<file path="config.mk">
export PLATFORM = sky130hd
export DESIGN_NAME = uart_rx
export DESIGN_NICKNAME = d
export VERILOG_FILES = /design/src/rtl/uart_rx.sv
export SDC_FILE = /design/constraint.sdc
export NUM_CORES = 1
export LEC_CHECK = 0
export CORE_MARGIN = 2
export CORE_UTILIZATION = 59
export DETAILED_ROUTE_END_ITERATION = 10
export GPL_ROUTABILITY_DRIVEN = 0
export MAX_ROUTING_LAYER = met4
export PLACE_DENSITY_LB_ADDON = 0.2
export SLEW_MARGIN = 10
export SYNTH_ARGS = -nofsm -noshare
export SYNTH_HDL_FRONTEND = slang
export SYNTH_SLANG_ARGS = --single-unit
</file>
<file path="constraint.sdc">
create_clock -name clk -period 4.7 [get_ports clk]
set_input_delay 0.705 -clock clk [delete_from_list [all_inputs] [get_ports clk]]
set_output_delay 0.705 -clock clk [all_outputs]
set_load 0.01 [all_outputs]
</file>
<file path="src/rtl/uart_rx.sv">
// uart_rx: 8N1 UART receiver with mid-bit start validation, LSB-first data
// sampling at bit centres, stop-bit check and a ready/read byte handshake.
//
// Ports:
//   clk            system clock, rising edge
//   reset          asynchronous active-high reset
//   rx_input       asynchronous serial line, idle high
//   rx_data        last correctly framed byte
//   rx_ready       high while rx_data holds an unread byte
//   rx_read        consumer acknowledge, single-cycle pulse
//   rx_busy        high whenever the receiver is not idle
//   rx_frame_error one-cycle pulse when the stop bit is sampled low
//   rx_overrun     sticky: a byte was overwritten before being read
module uart_rx #(
  parameter int CLK_IN      = 12000000,
  parameter int BAUD_RATE   = 115200,
  parameter int BIT_CYCLES  = (CLK_IN + BAUD_RATE / 2) / BAUD_RATE,
  parameter int HALF_CYCLES = BIT_CYCLES / 2
) (
  input  logic       clk,
  input  logic       reset,
  input  logic       rx_input,
  output logic [7:0] rx_data,
  output logic       rx_ready,
  input  logic       rx_read,
  output logic       rx_busy,
  output logic       rx_frame_error,
  output logic       rx_overrun
);

  localparam int CW = $clog2(BIT_CYCLES + 1);
  localparam logic [CW-1:0] HALF_LAST = CW'(HALF_CYCLES - 1);
  localparam logic [CW-1:0] BIT_LAST  = CW'(BIT_CYCLES - 1);

  typedef enum logic [2:0] {
    S_IDLE,
    S_START,
    S_DATA,
    S_STOP,
    S_BREAK
  } state_t;

  state_t        state_q, state_d;
  logic          sync1_q, sync2_q;
  logic [CW-1:0] cnt_q, cnt_d;
  logic [2:0]    idx_q, idx_d;
  logic [7:0]    shift_q, shift_d;
  logic [7:0]    data_q, data_d;
  logic          ready_q, ready_d;
  logic          ferr_q, ferr_d;
  logic          ovr_q, ovr_d;
  logic          load;
  logic          rxs;

  assign rxs = sync2_q;

  // Two-flop synchroniser; resets to the idle (high) line level.
  always_ff @(posedge clk or posedge reset) begin
    if (reset) begin
      sync1_q <= 1'b1;
      sync2_q <= 1'b1;
    end else begin
      sync1_q <= rx_input;
      sync2_q <= sync1_q;
    end
  end

  always_ff @(posedge clk or posedge reset) begin
    if (reset) begin
      state_q <= S_IDLE;
      cnt_q   <= '0;
      idx_q   <= '0;
      shift_q <= '0;
      data_q  <= '0;
      ready_q <= 1'b0;
      ferr_q  <= 1'b0;
      ovr_q   <= 1'b0;
    end else begin
      state_q <= state_d;
      cnt_q   <= cnt_d;
      idx_q   <= idx_d;
      shift_q <= shift_d;
      data_q  <= data_d;
      ready_q <= ready_d;
      ferr_q  <= ferr_d;
      ovr_q   <= ovr_d;
    end
  end

  // Frame sequencing.
  always_comb begin
    state_d = state_q;
    cnt_d   = cnt_q + CW'(1);
    idx_d   = idx_q;
    shift_d = shift_q;
    load    = 1'b0;
    ferr_d  = 1'b0;
    unique case (state_q)
      S_IDLE: begin
        cnt_d = '0;
        if (!rxs) state_d = S_START;
      end
      S_START: begin
        if (cnt_q == HALF_LAST) begin
          cnt_d = '0;
          if (rxs) begin
            state_d = S_IDLE;
          end else begin
            state_d = S_DATA;
            idx_d   = '0;
          end
        end
      end
      S_DATA: begin
        if (cnt_q == BIT_LAST) begin
          cnt_d   = '0;
          // Shift in at the MSB so the first bit received lands in bit 0.
          shift_d = {rxs, shift_q[7:1]};
          if (idx_q == 3'd7) state_d = S_STOP;
          else               idx_d   = idx_q + 3'd1;
        end
      end
      S_STOP: begin
        if (cnt_q == BIT_LAST) begin
          cnt_d = '0;
          if (rxs) begin
            load    = 1'b1;
            state_d = S_IDLE;
          end else begin
            ferr_d  = 1'b1;
            state_d = S_BREAK;
          end
        end
      end
      S_BREAK: begin
        // Hold off start detection until the line has returned high.
        cnt_d = '0;
        if (rxs) state_d = S_IDLE;
      end
      default: begin
        state_d = S_IDLE;
        cnt_d   = '0;
      end
    endcase
  end

  // Output handshake: a load on the same edge as a read wins and is not
  // counted as an overrun.
  always_comb begin
    data_d  = data_q;
    ready_d = ready_q;
    ovr_d   = ovr_q;
    if (load) begin
      data_d  = shift_q;
      ready_d = 1'b1;
    end else if (rx_read) begin
      ready_d = 1'b0;
    end
    if (load && ready_q && !rx_read) ovr_d = 1'b1;
    else if (rx_read)                ovr_d = 1'b0;
  end

  assign rx_data        = data_q;
  assign rx_ready       = ready_q;
  assign rx_busy        = (state_q != S_IDLE);
  assign rx_frame_error = ferr_q;
  assign rx_overrun     = ovr_q;

endmodule

</file>
==> results of run 1 <==
-- cell families (layout without fill, tap and decap cells) --
logic type	after synthesis	in the layout	share of synthesized area [%]
AOI/OAI and AO/OA	19	19	8.03
xor gates and xnor gates	4	4	2.34
adders and majority gates	3	3	2.51
buffers and inverters	12	30	3.09
DFF	34	34	57.0
muxes	16	16	12.0
and+or+nand+nor	38	38	15.0
-- cells in the final DEF, fill, tap and decap left out, drive strengths merged, types with 5 or more instances in the layout --
cell	n
nand3	5
dfrtp	32
mux2	16
clkdlybuf4s50	15
nor2	11
o21ai	5
clkbuf	5
a21oi	5
nand2	9
inv	6
-- registers in the layout, indices dropped and copies added (netlist names) --
register	flops
shift_q	8
sync1_q	1
rx_overrun	1
state_q	3
rx_frame_error	1
rx_ready	1
rx_data	8
idx_q	3
cnt_q	7
rxs	1
-- layout make-up --
type	instances	area [um^2]	share of cell area, %
Tap cell	30	37.5	2.15
Clock inverter	3	40.0	2.29
Timing Repair Buffer	16	158	9.03
Multi-Input combinational cell	80	597	34.2
Sequential cell	34	853	48.9
Inverter	6	22.5	1.29
Clock buffer	5	37.5	2.15
-- per-layer routing --
metal  vias to the layer above  share of wire, %
met5                         -                 0
met4                         0               2.9
met3                         8               5.2
met2                        23                49
met1                       498                43
li1                        477                 -
-- per-stage QoR --
stage / setup WS [ns] / hold WS [ns]
3_3_place_gp: 2.63 / 0.346
3_5_place_dp: 2.61 / 0.347
2_1_floorplan: 2.91 / 0.345
5_1_grt: 2.15 / 0.365
4_1_cts: 2.22 / 0.361
6_report: 2.23 / 0.360
-- power by group --
group	internal (uW)	switching, uW
Sequential	294	1.05
Clock	110	93.9
Combinational	3.04	6.04
Total	407	101
-- worst max path at each step --
stage | from | cells past startpoint | to
final | state_q[1] | 2 | rx_busy
after global routing | state_q[1] | 2 | rx_busy
after CTS | state_q[1] | 2 | rx_busy
after detailed placement | state_q[1] | 2 | rx_busy
after global placement | state_q[1] | 2 | rx_busy
after floorplan | state_q[1] | 3 | rx_busy
==> results.toml, run 1 <==
[status]
status = "finished, final reports clean"

[worst_setup_path]
critPathMaxFanout = 16
path_cells = "or3_1 > clkdlybuf4s50_1"
critPathMaxStageDelay_ns = 0.55
cp.required_ns = 3.99
end_kind = "primary output"
reg2reg_depth = 5
worst-endpoint-arrival_ns = 1.77
rr_startpoint = "cnt_q[0]"
reg2reg_setup_slack_ns = 2.77
crit_buf_inv = 1
crit_type = "flop to primary output"
crit_family = "flip-flops"
r2r_end = "rx_data[0]"
startpoint_type = "flop"
cp_slowest_cell = "dfrtp_1"

[floorplan]
ios = 16
initial_utilization_pct = 61.5
die_h_um = 54.4
row_count = 18
die_width_um = 54.4
core_area_um2 = 2430
dieArea_um2 = 2960

[sta]
post-route-period-util_pct = 52.6
skew_ns = 0.0107
fmax_mhz = 404
maxSlewHeadroom_pct = 62.0
tns_ns = 0
slew_violations = 0
setup_viol = 0
hold_viol_final = 0
worst_pin_slew_ns = 0.566
rsz0062_at_grt = "no"
fin_crit_ns = 2.47

[flow_run]
maxCapViolations = 0

[clocking]
hold_buffers = 0
h-tree-depth = 2
cts_made_buffers = 5
cts-root-buf = "clkbuf_4"
numClockSinks = 34
cts_setup_buffers = 0
clk_pin_slew_ns = 0.10
clkLatencyLatePin_ns = 0.34
clockBufferDepth = 2
cts_tree = "built"
cts_resized = 0

[power_and_ir_drop]
power_uw = 508
p_per_area_nw_per_um2 = 291
max-vdd-ir-drop_mv = 0.359
p_leak_uw = 0.000814

[global_routing]
grt_start_max_net_pins = 35
grtUsageMet3_pct = 8.20
overflow = 0
antenna_found_initial = 0
use_met2_pct = 30.3
grt_use_total_pct = 21.0
grt_most_used_layer = "met2"
grt_pass1_wl_um = 4090
first_global_vias = 960
use_met1_pct = 24.9

[drt]
avgViaCountPerCell = 5.78
remaining_drc_errors = 0
routed_wl_um = 2530
dr.pass1.iters = 4
drtIter0Drc = 26
via_count = 1006
wire_per_inst_um = 14.5
antenna_left = 0

[yosys]
ys.flop_type = "dfrtp_1"
synth_cells = 126
synth_common_cells = "dfrtp_1, mux2_2, nor2_1"
ys_warn_count = 0
synth.avg_cell_area_um2 = 11.9
synth_edf_count = 0
syn_nets = 133
yosysTopAreaCell = "dfrtp_1"
netlist_area_um2 = 1500
synth.area.top_cells = "dfrtp_1, mux2_2, dfstp_2, nor2_1, ha_1"
synth.yosys.seq_area_share_pct = 57.0
async_flop_share_pct = 100
post-synth-top-count-cell = "dfrtp_1"
synth_top_area_share_pct = 53.5
yosysUniqueCellTypes = 34
ys_ff_latch = 34

[hold_path]
min_to = "rxs"
holdPathStages = 0
hold_class = "flop to flop"
min_from = "sync1_q"

[finish]
final_area_um2 = 1750
drive_gt1_share_pct = 22.2
final_core_util_pct = 71.8
layoutNonFillerInstCount = 174
fillCellCount = 166
fin_nets = 150
diodes = 0
syn_to_final_growth_pct = 16.6

[place]
dpl.hpwl_um = 1780
placed_area_um2 = 1670
placed_cells = 166
place.port_buffers = 15
No activity file was read; power rests on OpenSTA's default activity.
==> inputs of run 2 (changes only) <==
--- a/config.mk
+++ b/config.mk
@@ -6,7 +6,7 @@
 export NUM_CORES = 1
 export LEC_CHECK = 0
 export CORE_MARGIN = 2
-export CORE_UTILIZATION = 59
+export CORE_UTILIZATION = 54
 export DETAILED_ROUTE_END_ITERATION = 10
 export GPL_ROUTABILITY_DRIVEN = 0
 export MAX_ROUTING_LAYER = met4
==> constraint.sdc (replaced) <==
create_clock -name clk -period 2.46 [get_ports clk]
set_input_delay 0.369 -clock clk [delete_from_list [all_inputs] [get_ports clk]]
set_output_delay 0.369 -clock clk [all_outputs]
set_load 0.01 [all_outputs]
==> results.toml, run 2 (same netlist as run 1, synthesis figures left out) <==
[sta]
slew_violations = 0
setup_viol = 0
worst_pin_slew_ns = 0.529
rsz0062_at_grt = "no"
fin_crit_ns = 2.15
skew_ns = 0.0113
maxSlewHeadroom_pct = 64.5
hold_viol_final = 0
fmax_mhz = 465
tns_ns = 0
post-route-period-util_pct = 87.5

[worst_setup_path]
critPathMaxStageDelay_ns = 0.55
reg2reg_depth = 5
cp_slowest_cell = "dfrtp_1"
crit_path_end = "rx_busy"
worst-endpoint-arrival_ns = 1.78
r2r_end = "shift_q[5]"
startpoint_type = "flop"
crit_type = "flop to primary output"
crit_start = "state_q[1]"
end_kind = "primary output"
cp.required_ns = 2.09
rr_startpoint = "cnt_q[0]"
path_cells = "or3_1 > clkdlybuf4s50_1"
critPathMaxFanout = 16
reg2reg_setup_slack_ns = 0.53

[finish]
syn_to_final_growth_pct = 15.8
final_common_cell = "dfrtp_1"
drive_gt1_share_pct = 22.2
seq_area_um2 = 853
fillCellCount = 239
final_core_util_pct = 64.5
diodes = 0
fin_nets = 150
mostFrequentLayoutCells = "dfrtp_1, mux2_2, clkdlybuf4s50_1, nor2_1, nand2_1"
multi_input_area_um2 = 597

[global_routing]
first_global_vias = 988
grt_use_total_pct = 18.8
grt_most_used_layer = "met2"
overflow = 0
grtUsageMet3_pct = 7.37
use_met1_pct = 22.4
grt_pass1_wl_um = 4370
antenna_found_initial = 0
grt_start_max_net_pins = 35
use_met2_pct = 28.1

[floorplan]
die_width_um = 56.6
ios = 16
initial_utilization_pct = 55.7
dieArea_um2 = 3210
row_count = 19
core_area_um2 = 2690
die_h_um = 56.6

[drt]
avgViaCountPerCell = 5.69
remaining_drc_errors = 0
via_count = 995
antenna_left = 0
wire_per_inst_um = 14.1
routed_wl_um = 2460
drtIter0Drc = 19
dr.pass1.iters = 4

[place]
place.port_buffers = 15
dpl.hpwl_um = 1680

[flow_run]
maxCapViolations = 0

[clocking]
cts-root-buf = "clkbuf_4"
numClockSinks = 34
h-tree-depth = 2
clk_pin_slew_ns = 0.11
cts_made_buffers = 5
cts_resized = 0
clockBufferDepth = 2
hold_buffers = 0
cts_tree = "built"
cts_setup_buffers = 0
clkLatencyLatePin_ns = 0.33

[power_and_ir_drop]
p_int_uw = 705
p_per_area_nw_per_um2 = 522
pwr-share-seq_pct = 62.3
p_leak_uw = 0.000803
swShare_pct = 22.0
power.switching_uw = 199
max-vdd-ir-drop_mv = 0.447
pwr-share-clk_pct = 35.8
pwr-share-comb_pct = 1.9

[status]
status = "finished, final reports clean"

[hold_path]
hold_class = "flop to flop"
[run 2: final cells by class]
type | instances | area share (%)
sequential | 34 | 49.2
multi-input combinational | 80 | 34.4
timing repair buffer | 16 | 9.10
clock buffer | 6 | 2.96
tap | 31 | 2.24
inverter | 6 | 1.30
clock inverter | 2 | 0.722
[run 2: power by group through the flow]
stage / clock, uW / sequential, uW / combinational [uW]
5_1_grt: 360 / 564 / 19.9
2_1_floorplan: 0 / 574 / 9.05
3_5_place_dp: 0 / 574 / 18.0
6_report: 323 / 563 / 16.8
4_1_cts: 336 / 563 / 18.1
3_3_place_gp: 0 / 574 / 17.8
[run 2: worst min path at each step]
stage	start	to	slack, ns	depth (start not counted)
2_1_floorplan	sync1_q	rxs	0.35	0
3_3_place_gp	sync1_q	rxs	0.35	0
3_5_place_dp	sync1_q	rxs	0.35	0
4_1_cts	sync1_q	rxs	0.36	0
5_1_grt	sync1_q	rxs	0.37	0
6_report	sync1_q	rxs	0.36	0
[run 2: per-stage QoR]
stage	setup slack [ns]	cells	hold WS (ns)	cell area [um^2]	total power [uW]
floorplan	0.730	126	0.345	1500	583
global placement	0.605	167	0.348	1670	592
detailed placement	0.545	167	0.347	1670	592
CTS	0.296	175	0.361	1730	918
global route	0.243	175	0.370	1730	944
finish	0.308	175	0.360	1730	904
[run 2: critical path, delay by kind of cell, from the launching register on]
family | cells | cell delay (ns)
buffers and inverters | 1 | 0.48
flip-flops | 1 | 0.55
AND/OR/NAND/NOR | 1 | 0.41
[run 2: per-layer routing]
metal	vias up	share of wire, %
li1	473	-
met1	500	48
met2	20	47
met3	2	4.1
met4	0	0.93
met5	-	0
==> inputs of run 3 (changes only) <==
--- a/config.mk
+++ b/config.mk
@@ -5,8 +5,9 @@
 export SDC_FILE = /design/constraint.sdc
 export NUM_CORES = 1
 export LEC_CHECK = 0
-export CORE_MARGIN = 2
+export CORE_MARGIN = 8
 export CORE_UTILIZATION = 54
+export CTS_CLUSTER_DIAMETER = 40
 export DETAILED_ROUTE_END_ITERATION = 10
 export GPL_ROUTABILITY_DRIVEN = 0
 export MAX_ROUTING_LAYER = met4
==> results.toml, run 3 (same netlist as run 1, synthesis figures left out) <==
[finish]
fillCellCount = 226
layoutNonFillerInstCount = 175
syn_to_final_growth_pct = 15.8
mostFrequentLayoutCells = "dfrtp_1, mux2_2, clkdlybuf4s50_1, nor2_1, nand2_1"
fin_nets = 150
final_area_um2 = 1730
diodes = 0
final_common_cell = "dfrtp_1"
drive_gt1_share_pct = 22.2

[worst_setup_path]
crit_start = "state_q[1]"
crit_family = "flip-flops"
crit_type = "flop to primary output"
rr_startpoint = "cnt_q[0]"
crit_buf_inv = 1
critPathMaxStageDelay_ns = 0.55
end_kind = "primary output"
cp_num_cells = 2
startpoint_type = "flop"
r2r_end = "shift_q[6]"
crit_path_end = "rx_busy"
path_cells = "or3_1 > clkdlybuf4s50_1"
cp_slowest_cell = "dfrtp_1"
critPathMaxFanout = 16
worst-endpoint-arrival_ns = 1.79
reg2reg_setup_slack_ns = 0.57
cp.required_ns = 2.09
reg2reg_depth = 5

[power_and_ir_drop]
p_per_area_nw_per_um2 = 522
pwr-share-seq_pct = 62.3
power.switching_uw = 200
p_leak_uw = 0.000803
pwr-share-comb_pct = 1.9
p_int_uw = 705
pwr-share-clk_pct = 35.8
max-vdd-ir-drop_mv = 0.568
swShare_pct = 22.1

[sta]
fmax_mhz = 463
skew_ns = 0.00774
maxSlewHeadroom_pct = 61.8
fin_crit_ns = 2.16
worst_pin_slew_ns = 0.569
tns_ns = 0
slew_violations = 0
post-route-period-util_pct = 87.7
rsz0062_at_grt = "no"
hold_viol_final = 0
setup_viol = 0

[floorplan]
die_h_um = 68.6
ios = 16
dieArea_um2 = 4710
row_count = 19
die_width_um = 68.6
core_area_um2 = 2690
initial_utilization_pct = 55.7

[drt]
dr.pass1.iters = 4
wire_per_inst_um = 14.4
antenna_left = 0
remaining_drc_errors = 0
avgViaCountPerCell = 5.56
drtIter0Drc = 35
routed_wl_um = 2510
via_count = 973

[clocking]
cts_tree = "built"
cts_made_buffers = 5
clkLatencyLatePin_ns = 0.34
numClockSinks = 34
clk_pin_slew_ns = 0.10
clockBufferDepth = 2
cts_setup_buffers = 0
cts_resized = 0
hold_buffers = 0
cts-root-buf = "clkbuf_4"
h-tree-depth = 2

[global_routing]
first_global_vias = 989
grt_start_max_net_pins = 35
antenna_found_initial = 0
overflow = 0
grt_pass1_wl_um = 4510
grt_use_total_pct = 13.4

[place]
dpl.hpwl_um = 1690
place.port_buffers = 15
placed_cells = 167
placed_area_um2 = 1670

[status]
status = "finished, final reports clean"

[hold_path]
hold_class = "flop to flop"
min_from = "sync1_q"

[flow_run]
maxCapViolations = 0
[run 3: cell counts in the layout (fill, tap and decap cells not counted)]
No cell type changed its count.
[run 3: routing by layer]
layer  up-vias  track usage (%)  routed length, um  share of wire [%]
met5         -                -                  0                  0
met2        25             18.5               1100                 44
li1        471                -                  -                  -
met3         7             3.88                122                4.9
met4         0             9.21                 79                3.1
met1       470             16.5               1210                 48
[run 3: stage by stage]
| step | power, uW | worst slack [ns] | utilization [%] | hold slack [ns] |
|---|---|---|---|---|
| after floorplan | 583 | 0.730 | - | 0.345 |
| after global placement | 592 | 0.605 | 62.1 | 0.348 |
| after detailed placement | 592 | 0.553 | 62.1 | 0.348 |
| after CTS | 920 | 0.285 | 64.5 | 0.362 |
| after global routing | 943 | 0.223 | 64.5 | 0.371 |
| final | 904 | 0.302 | 64.5 | 0.360 |
[run 3: worst min-delay path by stage]
stage               endpoint  slack [ns]  cells after the start
floorplan                rxs        0.35                      0
global placement         rxs        0.35                      0
detailed placement       rxs        0.35                      0
CTS                      rxs        0.36                      0
global route             rxs        0.37                      0
finish                   rxs        0.36                      0
[run 3: area by class of cell]
type	count	area, um^2	area share, %
clock buffer	6	51.3	2.96
clock inverter	2	12.5	0.722
inverter	6	22.5	1.30
multi-input combinational	80	597	34.4
sequential	34	853	49.2
tap	31	38.8	2.24
timing repair buffer	16	158	9.10
[run 3: power groups by stage]
stage               Combinational [uW]  Clock [uW]  Sequential [uW]
global route                      20.8         358              564
detailed placement                18.0           0              574
global placement                  17.8           0              574
finish                            17.4         323              563
floorplan                         9.05           0              574
CTS                               18.2         338              563
